## config.mk

```make
export PLATFORM = sky130hd
export DESIGN_NAME = enc_feed_ctrl
export DESIGN_NICKNAME = d
export VERILOG_FILES = /design/src/rtl/enc_pkg.sv /design/src/rtl/enc_feed_timer.sv /design/src/rtl/enc_feed_ctrl.sv
export SDC_FILE = /design/constraint.sdc
export NUM_CORES = 2
export LEC_CHECK = 0
export CORE_AREA = 2 2 612 614
export CTS_CLUSTER_DIAMETER = 100
export DETAILED_ROUTE_END_ITERATION = 8
export DIE_AREA = 0 0 614 616
export GPL_TIMING_DRIVEN = 0
export PLACE_DENSITY = 0.36
export SLEW_MARGIN = 25
export SYNTH_ARGS = -nofsm -noshare
export SYNTH_HDL_FRONTEND = slang
export SYNTH_SLANG_ARGS = --single-unit
```

## constraint.sdc

```tcl
create_clock -name clk -period 7.09 [get_ports clk]
set_input_delay 0.709 -clock clk [delete_from_list [all_inputs] [get_ports clk]]
set_output_delay 0.709 -clock clk [all_outputs]
set_load 0.005 [all_outputs]
```

## src/rtl/enc_pkg.sv

```systemverilog
// Shared defaults and state encoding for the encoder feed controller.
package enc_pkg;

   localparam int unsigned BITSIZE   = 16;
   localparam int unsigned IN_SIZE   = 92;
   localparam int unsigned OUT_SIZE  = 2;
   localparam int unsigned ENC_CNT_W = $clog2(IN_SIZE);

   typedef enum logic [1:0] {
      FILL = 2'd0,
      RUN  = 2'd1,
      HOLD = 2'd2
   } enc_feed_state_t;

endpackage

```

## src/rtl/enc_feed_timer.sv

```systemverilog
// RUN-state watchdog: clears while idle, counts while running, flags the last allowed cycle.
module enc_feed_timer #(
   parameter int unsigned TIMEOUT_CYCLES = 64
) (
   input  logic clk,
   input  logic reset,
   input  logic run_i,
   output logic expire_o
);

   localparam int unsigned W = $clog2(TIMEOUT_CYCLES) + 1;

   logic [W-1:0] cnt_q;

   always_ff @(posedge clk) begin
      if (reset || !run_i) begin
         cnt_q <= '0;
      end else if (!expire_o) begin
         cnt_q <= cnt_q + W'(1);
      end
   end

   assign expire_o = run_i && (cnt_q == W'(TIMEOUT_CYCLES - 1));

endmodule

```

## src/rtl/enc_feed_ctrl.sv

```systemverilog
// Frame loader / sequencer for the fixed-point encoder: fill, run, hold result.
// Optional RUN watchdog enabled by defining ENC_FEED_TIMEOUT_EN.
module enc_feed_ctrl
   import enc_pkg::*;
#(
   parameter int unsigned BITSIZE        = enc_pkg::BITSIZE,
   parameter int unsigned IN_SIZE        = enc_pkg::IN_SIZE,
   parameter int unsigned OUT_SIZE       = enc_pkg::OUT_SIZE,
   parameter int unsigned TIMEOUT_CYCLES = 64
) (
   input  logic                         clk,
   input  logic                         reset,
   input  logic [BITSIZE-1:0]           s_data,
   input  logic                         s_valid,
   output logic                         s_ready,
   output logic [BITSIZE*IN_SIZE-1:0]   x_out,
   output logic                         enc_reset,
   input  logic                         enc_done,
   input  logic [BITSIZE*OUT_SIZE-1:0]  enc_y,
   output logic [BITSIZE*OUT_SIZE-1:0]  y_out,
   output logic                         y_valid,
   input  logic                         y_ready,
   output logic                         err
);

   localparam int unsigned CNT_W = (IN_SIZE > 1) ? $clog2(IN_SIZE) : 1;
   localparam logic [CNT_W-1:0] LAST_SLOT = CNT_W'(IN_SIZE - 1);

   enc_feed_state_t               state_q;
   logic [CNT_W-1:0]              cnt_q;
   logic [BITSIZE-1:0]            slot_q [IN_SIZE];
   logic [BITSIZE*OUT_SIZE-1:0]   y_q;
   logic                          err_q;
   logic                          timeout_c;

`ifdef ENC_FEED_TIMEOUT_EN
   enc_feed_timer #(
      .TIMEOUT_CYCLES (TIMEOUT_CYCLES)
   ) u_timer (
      .clk      (clk),
      .reset    (reset),
      .run_i    (state_q == RUN),
      .expire_o (timeout_c)
   );
`else
   assign timeout_c = 1'b0;
`endif

   // Sequencer: a result capture in RUN takes priority over a same-cycle timeout.
   always_ff @(posedge clk) begin
      if (reset) begin
         state_q <= FILL;
         cnt_q   <= '0;
         y_q     <= '0;
         err_q   <= 1'b0;
         for (int i = 0; i < int'(IN_SIZE); i++) begin
            slot_q[i] <= '0;
         end
      end else begin
         err_q <= 1'b0;
         case (state_q)
            FILL: begin
               if (s_valid) begin
                  slot_q[cnt_q] <= s_data;
                  if (cnt_q == LAST_SLOT) begin
                     cnt_q   <= '0;
                     state_q <= RUN;
                  end else begin
                     cnt_q <= cnt_q + CNT_W'(1);
                  end
               end
            end
            RUN: begin
               if (enc_done) begin
                  y_q     <= enc_y;
                  state_q <= HOLD;
               end else if (timeout_c) begin
                  err_q   <= 1'b1;
                  state_q <= FILL;
               end
            end
            HOLD: begin
               if (y_ready) begin
                  state_q <= FILL;
               end
            end
            default: state_q <= FILL;
         endcase
      end
   end

   for (genvar k = 0; k < int'(IN_SIZE); k++) begin : g_pack
      assign x_out[k*BITSIZE +: BITSIZE] = slot_q[k];
   end

   assign s_ready   = (state_q == FILL);
   assign enc_reset = (state_q == FILL);
   assign y_valid   = (state_q == HOLD);
   assign y_out     = y_q;
   assign err       = err_q;

endmodule
```

==> results_dict.tcl <==
set metrics [dict create \
    yosys_register_bits 1513 \
    antenna_found_initial 36 \
    holdPathEnd "y_out[0]" \
    clk_path_buf_depth 4 \
    syn_to_final_growth_pct 55.0 \
    grt_max_degree 19 \
    status "completed" \
    clock_sinks 1513 \
    die_h_um 616 \
    syn_inst 3708 \
    cap_viol_max_count 0 \
    reg2reg_to "slot_q[30][3]" \
    groute.usage.overall_pct 17.2 \
    grt_pass1_vias 38800 \
    yosysSeqAreaShare_pct 83.1 \
    avgSynthCellArea_um2 14.6 \
    multiInputGateArea_um2 8370 \
    portBuffers 1559 \
    hold_viol_final 0 \
    ys_warn_count 0 \
    period_share_pct 61.3 \
    drv_slew 0 \
    num_vias 38600 \
    final_antenna_net_count 0 \
    grt_overflow_total 0 \
    grt_first_pass_wirelength_mm 425 \
    htreeDepth 4 \
    core_um2 371000 \
    initial_core_util_pct 14.6 \
    r2r_start "cnt_q[1]" \
    path_class "register to register" \
    nFillCells 39500 \
    rsz0062_at_grt "no" \
    regArea_um2 45000 \
    drc 0 \
    drt_iter0_markers 3101 \
    finalSetupViolations 0 \
    hold_class "input port to register" \
    worstPathArrival_ps 4870 \
    cp.required_ps 7610 \
    synth.area.top_cells "edfxtp_1 (82%), nor2_1 (10%), dfxtp_1 (1.5%), nand2_1 (1.5%), clkbuf_1 (1.5%)" \
    whs_path_depth 3 \
    post-cts-setup-buffer-count 0 \
    slew_headroom_pct 23.8 \
    cts-resized-gates 0 \
    cts_buffers 189 \
    netlist_area_um2 54200 \
    synth_commonest_cells "edfxtp_1 (1472), nor2_1 (1460), nand2_1 (214), clkbuf_1 (211), buf_2 (46)" \
    rows 224 \
    power_density_nw_per_um2 256 \
    path_max_fanout 10 \
    cts_tree "built" \
    die_w_um 614 \
    fmax_ghz 0.230 \
    yosys.area.top_type "edfxtp_1" \
    drive_gt1_share_pct 9.63 \
    nets 5579 \
    post_drt_wl_per_cell_um 31.6 \
    cts_hold_buf 0 \
    synth_cell_type_count 48 \
    cts_root_buf "clkbuf_16" \
    synth_flop_cell "edfxtp_1" \
    hp-start "enc_y[0]" \
    tns_ps 0 \
    p_leak_nw 27.4 \
    synth_edf_count 1472 \
    total_power_w 0.0215 \
    drtPass1Iterations 7 \
    vias_per_cell 3.62 \
    async_flop_share_pct 0 \
    place_congestion 0.858 \
    synth_top_cell_area_share_pct 81.6 \
    fin_skew_ps 92.0 \
    rr_worst_depth 6 \
    io_pins 1561 \
    die_area_um2 378000 \
    wl_mm 338 \
    synth.most_common_cell "edfxtp_1" \
    dp_hpwl_mm 265 \
    period_minus_slack_ps 4340 \
    tightest_slew_ps 1140 \
    startpoint_type "register" \
    peakVddDrop_uv 175 \
    clk-insertion-delay-late_ps 920 \
    crit_path_end_kind "register" \
    syn-num-nets 3762 \
    path_clk_slew_ps 60 \
    r2r_slack_ps 2750 \
]
[worst max-delay path, stage by stage (launching register included)]
cell and delay (ps):
dfxtp_1 360, clkbuf_1 400, and3b_1 220, clkbuf_1 740, buf_2 670, nand2_1 790
nor2_1 750
[metal layers]
layer / track usage [%] / part of all wire (%) / routed length (um) / vias to the layer above
li1: - / - / - / 16500
met1: 19.8 / 38 / 129000 / 20100
met2: 30.6 / 51 / 171000 / 1727
met3: 4.99 / 8.2 / 27800 / 346
met4: 4.76 / 2.9 / 9850 / 0
met5: 0 / 0 / 0 / -
[sequential cells by signal, summed over array words and instances, names as in the netlist]
register / cells
slot_q: 1472
y_out: 32
cnt_q: 7
state_q: 2
[kinds of logic after synthesis]
kind of cell / synth area share, %
adder cells (fa/ha/maj): 0.0231
AO/OA/AOI/OAI: 1.71
flip-flops: 83.1
other: 0.00692
buffers and inverters: 2.10
AND/OR/NAND/NOR: 13.0
[per-stage QoR]
stage	util, %	worst slack, ps	area, um^2	hold WS (ps)	instances
floorplan	-	4360	54200	453	3708
global placement	20.5	551	76000	451	10200
detailed placement	20.9	2680	77700	453	10300
CTS	22.6	2690	83900	309	10600
global route	22.6	2740	83900	360	10700
finish	22.6	2750	84000	413	10700
[power by group]
group	total (W)	internal, W	leakage (nW)	switching (W)
Sequential	0.0102	0.0101	15.6	0.0000999
Clock	0.00978	0.00555	2.98	0.00423
Combinational	0.00155	0.000618	8.84	0.000928
[worst max path at each step]
stage / start / to / slack (ps)
floorplan: reset / slot_q[10][0] / 4360
global placement: reset / slot_q[29][5] / 550
detailed placement: reset / slot_q[30][3] / 2680
CTS: cnt_q[1] / slot_q[30][3] / 2690
global route: cnt_q[1] / slot_q[30][3] / 2740
finish: cnt_q[1] / slot_q[30][3] / 2750
[placed cells by master, fill, tap and decap left out, types with 4 or more instances in the layout]
cell type,count
nand3_1,18
nor4b_4,4
buf_16,31
buf_1,18
clkinv_4,6
and2_1,17
clkbuf_16,190
a21o_2,6
clkinv_2,31
clkbuf_8,4
dfxtp_1,41
diode_2,22
nor2b_1,4
o21bai_4,17
inv_8,5
nand2_1,187
o21bai_2,15
clkdlybuf4s50_1,1559
nor2_1,1460
a21o_1,10
buf_2,51
and3b_1,4
bufinv_16,15
buf_8,11
nor3b_1,4
edfxtp_1,1472
buf_12,7
buf_6,18
clkinvlp_4,9
a21oi_1,37
clkinv_1,42
a31o_2,35
clkbuf_1,203
nand2b_1,27
clkbuf_2,37
nand2_2,27
clkinv_16,6
[area by class of cell]
type                            count  share of cell area, %
Sequential cell                  1513                   53.6
Timing Repair Buffer             1626                   20.2
Multi-Input combinational cell   1911                   9.96
Tap cell                         4972                   7.41
Clock buffer                      223                   5.86
Clock inverter                    121                   1.45
Buffer                            283                   1.41
Antenna cell                       22                 0.0656
Inverter                            1                0.00447
(Power assumes the default switching activity.)
